===== src/rtl/bka_nibble_sequencer.sv =====
// Two-requester 16-bit adder that reuses one 4-bit Brent-Kung slice over four cycles.
// Operations are granted round-robin; each result is held until the consumer accepts it.
module bka_nibble_sequencer (
    input  logic        clk,
    input  logic        rst_n,
    input  logic        in0_valid,
    output logic        in0_ready,
    input  logic [15:0] in0_a,
    input  logic [15:0] in0_b,
    input  logic        in0_cin,
    input  logic        in1_valid,
    output logic        in1_ready,
    input  logic [15:0] in1_a,
    input  logic [15:0] in1_b,
    input  logic        in1_cin,
    output logic        out_valid,
    input  logic        out_ready,
    output logic [15:0] out_sum,
    output logic        out_cout,
    output logic        out_id
);

    typedef enum logic [1:0] {StIdle, StAdd, StDone} state_e;

    state_e      state_q, state_d;
    logic [15:0] a_q, a_d, b_q, b_d, sum_q, sum_d;
    logic [1:0]  cnt_q, cnt_d;
    logic        carry_q, carry_d;
    logic        cout_q, cout_d;
    logic        id_q, id_d;
    logic        last_id_q, last_id_d;
    logic        valid_q, valid_d;

    logic        grant_id;
    logic [3:0]  nib_a, nib_b, nib_sum;
    logic [3:0]  g, p;
    logic        g10, p10, g32, p32, g30, p30, g20, p20;
    logic [4:0]  c;

    assign nib_a = a_q[{cnt_q, 2'b00} +: 4];
    assign nib_b = b_q[{cnt_q, 2'b00} +: 4];

    // Brent-Kung: pairwise up-sweep, root span, then the single down-sweep node for bit 2.
    always_comb begin
        g       = nib_a & nib_b;
        p       = nib_a ^ nib_b;
        g10     = g[1] | (p[1] & g[0]);
        p10     = p[1] & p[0];
        g32     = g[3] | (p[3] & g[2]);
        p32     = p[3] & p[2];
        g30     = g32 | (p32 & g10);
        p30     = p32 & p10;
        g20     = g[2] | (p[2] & g10);
        p20     = p[2] & p10;
        c[0]    = carry_q;
        c[1]    = g[0] | (p[0] & carry_q);
        c[2]    = g10 | (p10 & carry_q);
        c[3]    = g20 | (p20 & carry_q);
        c[4]    = g30 | (p30 & carry_q);
        nib_sum = p ^ c[3:0];
    end

    // Tie goes to the requester that did not win last time.
    always_comb begin
        if (in0_valid && in1_valid) begin
            grant_id = ~last_id_q;
        end else begin
            grant_id = in1_valid;
        end
    end

    assign in0_ready = (state_q == StIdle) && in0_valid && !grant_id;
    assign in1_ready = (state_q == StIdle) && in1_valid && grant_id;

    always_comb begin
        state_d   = state_q;
        a_d       = a_q;
        b_d       = b_q;
        sum_d     = sum_q;
        cnt_d     = cnt_q;
        carry_d   = carry_q;
        cout_d    = cout_q;
        id_d      = id_q;
        last_id_d = last_id_q;
        valid_d   = valid_q;
        unique case (state_q)
            StIdle: begin
                if (in0_ready || in1_ready) begin
                    a_d       = grant_id ? in1_a : in0_a;
                    b_d       = grant_id ? in1_b : in0_b;
                    carry_d   = grant_id ? in1_cin : in0_cin;
                    id_d      = grant_id;
                    last_id_d = grant_id;
                    cnt_d     = 2'd0;
                    state_d   = StAdd;
                end
            end
            StAdd: begin
                sum_d[{cnt_q, 2'b00} +: 4] = nib_sum;
                carry_d = c[4];
                cnt_d   = cnt_q + 2'd1;
                if (cnt_q == 2'd3) begin
                    cout_d  = c[4];
                    valid_d = 1'b1;
                    state_d = StDone;
                end
            end
            StDone: begin
                if (out_ready) begin
                    valid_d = 1'b0;
                    state_d = StIdle;
                end
            end
            default: begin
                valid_d = 1'b0;
                state_d = StIdle;
            end
        endcase
    end

    always_ff @(posedge clk or negedge rst_n) begin
        if (!rst_n) begin
            state_q   <= StIdle;
            a_q       <= 16'h0000;
            b_q       <= 16'h0000;
            sum_q     <= 16'h0000;
            cnt_q     <= 2'd0;
            carry_q   <= 1'b0;
            cout_q    <= 1'b0;
            id_q      <= 1'b0;
            last_id_q <= 1'b1;
            valid_q   <= 1'b0;
        end else begin
            state_q   <= state_d;
            a_q       <= a_d;
            b_q       <= b_d;
            sum_q     <= sum_d;
            cnt_q     <= cnt_d;
            carry_q   <= carry_d;
            cout_q    <= cout_d;
            id_q      <= id_d;
            last_id_q <= last_id_d;
            valid_q   <= valid_d;
        end
    end

    assign out_valid = valid_q;
    assign out_sum   = sum_q;
    assign out_cout  = cout_q;
    assign out_id    = id_q;

endmodule


===== config.mk =====
export PLATFORM = sky130hd
export DESIGN_NAME = bka_nibble_sequencer
export DESIGN_NICKNAME = d
export VERILOG_FILES = /design/src/rtl/bka_nibble_sequencer.sv
export SDC_FILE = /design/constraint.sdc
export NUM_CORES = 1
export LEC_CHECK = 0
export CORE_UTILIZATION = 47
export DETAILED_ROUTE_END_ITERATION = 10
export PLACE_DENSITY_LB_ADDON = 0.05
export SETUP_SLACK_MARGIN = 0.05
export SLEW_MARGIN = 20
export SYNTH_ARGS = -nofsm -noshare
export SYNTH_HDL_FRONTEND = slang
export SYNTH_SLANG_ARGS = --single-unit

===== constraint.sdc =====
create_clock -name clk -period 3.2 [get_ports clk]
set_clock_uncertainty 0.2 [all_clocks]
set_input_delay 0.8 -clock clk [delete_from_list [all_inputs] [get_ports clk]]
set_output_delay 0.8 -clock clk [all_outputs]
set_load 0.05 [all_outputs]

# Word-level counts from Yosys, hierarchy flattened
# Index checks and enable logic that the tools add are counted.
word_totals:
  reg_bits: 57
  latchBits: 0
  mem_bits_rw: 0
  mem_bits_ro: 0
  inputBits: 71
  output_inout_bits: 21
  n_memories: 0
classes:
  add_sub_neg: 2
  mul: 0
  div: 0
  magnitude_cmp: 0
  eq_ne: 6
  shifts: 4
  muxes: 16
  n_bitwise: 25
  reduce_logical: 14
ops:
  columns: ["operator", "count"]
  rows:
  - ["16-bit 2-to-1 mux", 2]
  - ["16-bit by 5-bit indexed part select with 4-bit output", 2]
  - ["16-bit bitwise mux", 1]
  - ["4-bit by 6-bit variable shift with 16-bit output (first input constant)", 1]
  - ["4-bit by 6-bit indexed part select with 16-bit output", 1]
  - ["1-bit AND", 12]
  - ["2-bit 2-to-1 mux", 4]
  - ["1-bit bitwise OR", 8]
  - ["4-bit XOR", 2]
  - ["4-bit negator with 6-bit output", 1]
  - ["2-bit case mux with 3 select lines", 1]
  - ["2-bit AND reduction", 3]
  - ["3-bit AND reduction", 2]
  - ["1-bit logical AND", 5]
  - ["1-bit 2-to-1 mux", 5]
  - ["4-bit AND", 1]
  - ["2-bit == test (second input constant)", 2]
  - ["2-bit != test (second input constant)", 2]
  - ["2-bit case mux with 2 select lines", 1]
  - ["1-bit case mux with 3 select lines", 1]
  - ["2-bit by 1-bit adder with 2-bit output (second input constant)", 1]
  - ["2-bit by 1-bit == test with 1-bit output (second input constant)", 1]
  - ["2-bit zero test", 1]
  - ["2-bit by 1-bit != test with 1-bit output (second input constant)", 1]
  - ["5 further kinds", 6]

# Depth between registers and ports, before layout
logic_depth:
  ltp_word: 10
  depth_mapped: 8
  ltp_nobuf: 6

# Worst setup path after synthesis
# Ideal clock, no wire load.
synth_timing:
  path_kind: "input -> output"
  from: "in in1_valid"
  to: "out in0_ready"
  arrival_time_ns: 1.890
  setup_slack_ns: 0.310
  stages: 4
  path_buffers: 2
  path_cell_list: "a21boi_1 > buf_4 > buf_6 > nor2_1"
synth_via:
  elab_chain_cells: 4
synth_rtl:
  columns: ["item", "line", "source"]
  rows:
  - ["start: declaration", "11", "input logic in1_valid,"]
  - ["1-bit logical AND", "65", "if (in0_valid && in1_valid) begin"]
  - ["1-bit 2-to-1 mux *", "65", null]
  - ["1-bit zero test *", "72", "assign in0_ready = (state_q == StIdle) && in0_valid && !grant_id;"]
  - ["1-bit logical AND *", "72", null]
  - ["end: declaration", "7", "output logic in0_ready,"]
# Every way passes the cells marked *; elsewhere a longest branch is shown, timed or not.

# Final worst setup path
layout_timing:
  from: "reg cnt_q[0]"
  to: "reg sum_q[7] (netlist: out_sum[7])"
layout_via:
  elab_chain_cells: 10
  elab_cells_between_ends: 21
  classes_between: "add/sub (1); shift (4); mux (1); bitwise (15)"
layout_rtl:
  columns: ["item", "line", "source"]
  rows:
  - ["start: declaration", "27", "logic [1:0] cnt_q, cnt_d;"]
  - ["start signal: assignment", "138", "cnt_q <= cnt_d;"]
  - ["16-bit by 5-bit indexed part select with 4-bit output (on tied branches)", "40, 41", null]
  - ["4-bit XOR or 4-bit AND (tied branches)", "46, 45", null]
  - ["1-bit AND", "47", "g10 = g[1] | (p[1] & g[0]);"]
  - ["1-bit bitwise OR", "47", null]
  - ["1-bit AND", "53", "g20 = g[2] | (p[2] & g10);"]
  - ["1-bit bitwise OR", "53", null]
  - ["1-bit bitwise OR", "58", "c[3] = g20 | (p20 & carry_q);"]
  - ["4-bit XOR", "60", "nib_sum = p ^ c[3:0];"]
  - ["4-bit by 6-bit indexed part select with 16-bit output", "99", "sum_d[{cnt_q, 2'b00} +: 4] = nib_sum;"]
  - ["16-bit bitwise mux *", "99", null]
  - ["end signal: assignment", "137", "sum_q <= sum_d;"]
  - ["end: declaration", "26", "logic [15:0] a_q, a_d, b_q, b_d, sum_q, sum_d;"]
# Marks and branches as above.
# A chain may end at the register's enable or synchronous reset.

==> run_results.csv <==
group,metric,value,unit
clocking,cts-hold-fix-buffers,0,
sta,fin_tns_setup,0,ps
logic_synthesis,synth_most_common_cell,"dfrtp_1",
layout,fill_cells,481,
detailed_routing,ant_nets,0,
global_routing,grt_pass1_vias,2221,
clocking,cts.root.buffer_cell,"clkbuf_8",
logic_synthesis,yosys.area_share.xor_xnor,0.008898,
die,floorplan_die_height,81.26,um
layout,antenna-diode-count,0,
critical_path,worstSetupEndpointType,"register",
layout,multi_input_gate_area,0.001433,mm^2
detailed_routing,route.detailed.wl_per_inst,13.93,um
layout,layout-drive-gt1-share,0.1057,
detailed_routing,drt_pass1_iterations,4,
detailed_routing,routed_wirelength,6.186,mm
logic_synthesis,async_reset_ff_frac,1.000,
sta,fmaxAchievable,341.6,MHz
logic_synthesis,synth_top_area_cell,"dfrtp_1",
power,vdd_ir_drop_max,0.0005280,V
clocking,ctsResizeCount,0,
logic_synthesis,synth_simple_gate_area_share,0.1055,
detailed_routing,routed_via_density,5.167,
logic_synthesis,number_of_flops_mapped_to_enable_cells_by_yosys,0,
sta,report.final.slew_viol_count,0,
sta,report.final.hold_viol_count,0,
logic_synthesis,synth.lib_cells_used.distinct,40,
detailed_routing,drt_drc_violations_left,0,
status,status,"complete, no violations",
logic_synthesis,synth_compound_area_frac,0.1445,
clocking,cts_setup_buffers,0,
power,power_per_cell_area,1042,mW/mm^2
clocking,htree_levels,3,
critical_path,timing.critical_path.cells,"mux4_2 > ha_1 > a21o_1 > a31o_1 > xor2_1 > a22o_1",
global_routing,grt_resource_usage_total,0.2133,
layout,summed_area_of_non_filler_cells_in_the_final_layout,0.004124,mm^2
die,initial_utilization,0.4929,
logic_synthesis,synth.ff_latch_count,57,
global_routing,grt_pass1_wl,10.30,mm
layout,final_core_utilization,0.6884,
clocking,clkSinkCount,57,
critical_path,worstPathRequired,3270,ps
logic_synthesis,main_combinational_cell_family_by_area_after_synthesis,"multiplexers",
logic_synthesis,post_synth_top_area_share,0.4746,
critical_path,timing.critical_path.from_type,"register",
critical_path,arrival,2990,ps
die,fp.dieW,81.26,um
layout,area_delta_synth_final,39.66,%
critical_path,crit_path_max_fanout,10,
sta,worst-slew-pin-transition,685.9,ps
logic_synthesis,ys.warnings.count,0,
critical_path,cpLargestDelayFamily,"flip-flops",
logic_synthesis,post_synth_adder_cell_area,0.04915,
logic_synthesis,avgSynthCellArea,10.90,um^2
critical_path,cp_slowest_cell,"dfrtp_1",
die,io_pins,92,
run,maxCapViolations,0,
place,detailed_place_hpwl,4.704,mm
sta,final.min_clock_period,2928,ps
power,total_leakage_power,1.807,nW
clocking,clock_tree_from_tritoncts,"done",
place,finalWeightedCongestion,0.7772,
logic_synthesis,sequential_to_total_area_share_from_yosys_stat,0.4835,
sta,setup_viol,0,
layout,num-nets-final,446,
critical_path,max_stage_delay,660,ps
logic_synthesis,syn_nets,353,
critical_path,worst-setup-path-type,"reg -> reg",
clocking,clk_latency,330,ps
logic_synthesis,post_synth_instance_area,0.002953,mm^2
logic_synthesis,synthesized_instance_count,271,
logic_synthesis,synth.top_cells.by_count,"dfrtp_1, nand2_1, o21ai_1, mux2i_1, ha_1",
die,dieArea,0.006603,mm^2
logic_synthesis,synth.area.top_cells,"dfrtp_1, mux2i_1, nand2_1, mux4_2, o21ai_1",
place,placed_cell_areas,0.003944,mm^2
clocking,cts_max_path_buffers,2,
clocking,cts-buffers-inserted,9,
sta,min_period_over_period,0.9149,
layout,regArea,0.001428,mm^2
clocking,path_clk_slew,60,ps
die,core_area,0.005991,mm^2
detailed_routing,drt_iter0_drc,96,
global_routing,overflow,0,
global_routing,grt_start_max_net_pins,54,
logic_synthesis,dominant_register_cell_in_the_synthesized_netlist,"dfrtp_1",
sta,worst_slew_margin_relative_to_its_limit,0.5427,
sta,setup_repair_after_global_routing_missed_its_margin,"no",
detailed_routing,detailroute.via_count,2294,
worst_hold_path,hold_path.class,"reg -> reg",
global_routing,antenna_found_initial,0,
place,io_buffers,91,
critical_path,critical_path.n_buffers_inverters,0,
logic_synthesis,yosys-mux-area-fraction,0.1695,
die,core.rowCount,28,
## where the power goes
part           switching (mW)  internal, mW  leakage (nW)
Clock                   0.267         0.346        0.0910
Combinational            1.45         0.929         0.993
Sequential              0.243          1.06         0.722
## path summary, 6_finish.rpt
| kind | start | endpoint | slack, ps | cells past startpoint |
|---|---|---|---|---|
| hold reg to reg | out_sum[5] | out_sum[5] | 280 | 2 |
| min in group asynchronous | rst_n | out_sum[12] | 310 | 1 |
| hold / removal | out_sum[5] | out_sum[5] | 280 | 2 |
| max in group asynchronous | rst_n | b_q[9] | 1900 | 2 |
| setup / recovery | cnt_q[0] | out_sum[7] | 270 | 6 |
| setup reg to reg | cnt_q[0] | out_sum[7] | 270 | 6 |
## tightest hold or removal path, stage by stage (launching register included)
cell	delay (ps)
dfrtp_1	340
nand2_1	50
o31ai_1	50
## kinds of logic (layout without fill, tap and decap cells)
logic type / Yosys count / count (layout)
adder cells (fa/ha/maj): 11 / 11
XOR/XNOR: 3 / 3
buffers and inverters: 19 / 117
flip-flops: 57 / 57
AND/OR/NAND/NOR: 72 / 72
AO/OA/AOI/OAI: 69 / 69
multiplexers: 40 / 40
## layout make-up
type,instances,area share
repair buffers,98,0.2373
inverters,3,0.002731
clock buffers,16,0.04369
well taps,75,0.02275
multi-input cells,195,0.3474
flip-flops and latches,57,0.3462
## placed cells by master, fill, tap and decap left out, types with 4 or more instances in the layout
cell type / synthesis / layout
clkbuf_8: 0 / 12
nor2_1: 5 / 5
dfrtp_1: 56 / 56
nand2_1: 51 / 51
mux4_2: 8 / 8
o21ai_1: 33 / 32
mux2i_1: 32 / 32
clkdlybuf4s50_1: 0 / 88
a22o_1: 4 / 4
clkbuf_1: 3 / 4
ha_1: 10 / 10
o31ai_1: 9 / 9
buf_4: 4 / 7
a21oi_1: 4 / 4
o21ai_0: 6 / 6
## registers in the layout, summed over array words and instances (netlist names)
signal,flops
a_q,16
b_q,16
carry_q,1
cnt_q,2
last_id_q,1
out_cout,1
out_id,1
out_sum,16
out_valid,1
state_q,2
## through the flow
step                      setup slack [ps]  hold slack (ps)  cells  total power, mW
after floorplan                      310.1            250.3    271            2.984
after detailed placement             272.3            268.3    428            3.707
after global placement               280.3            261.7    428            3.661
after global routing                 143.1            303.0    444            4.620
after CTS                            247.8            283.3    444            4.329
final                                272.4            278.1    444            4.295
## layer usage
layer	share of wire	global-route usage
met5	0	0
met4	0.021	0.09821
met3	0.043	0.04719
met2	0.52	0.3608
met1	0.42	0.2574
Power figures use the tool's default switching activity.
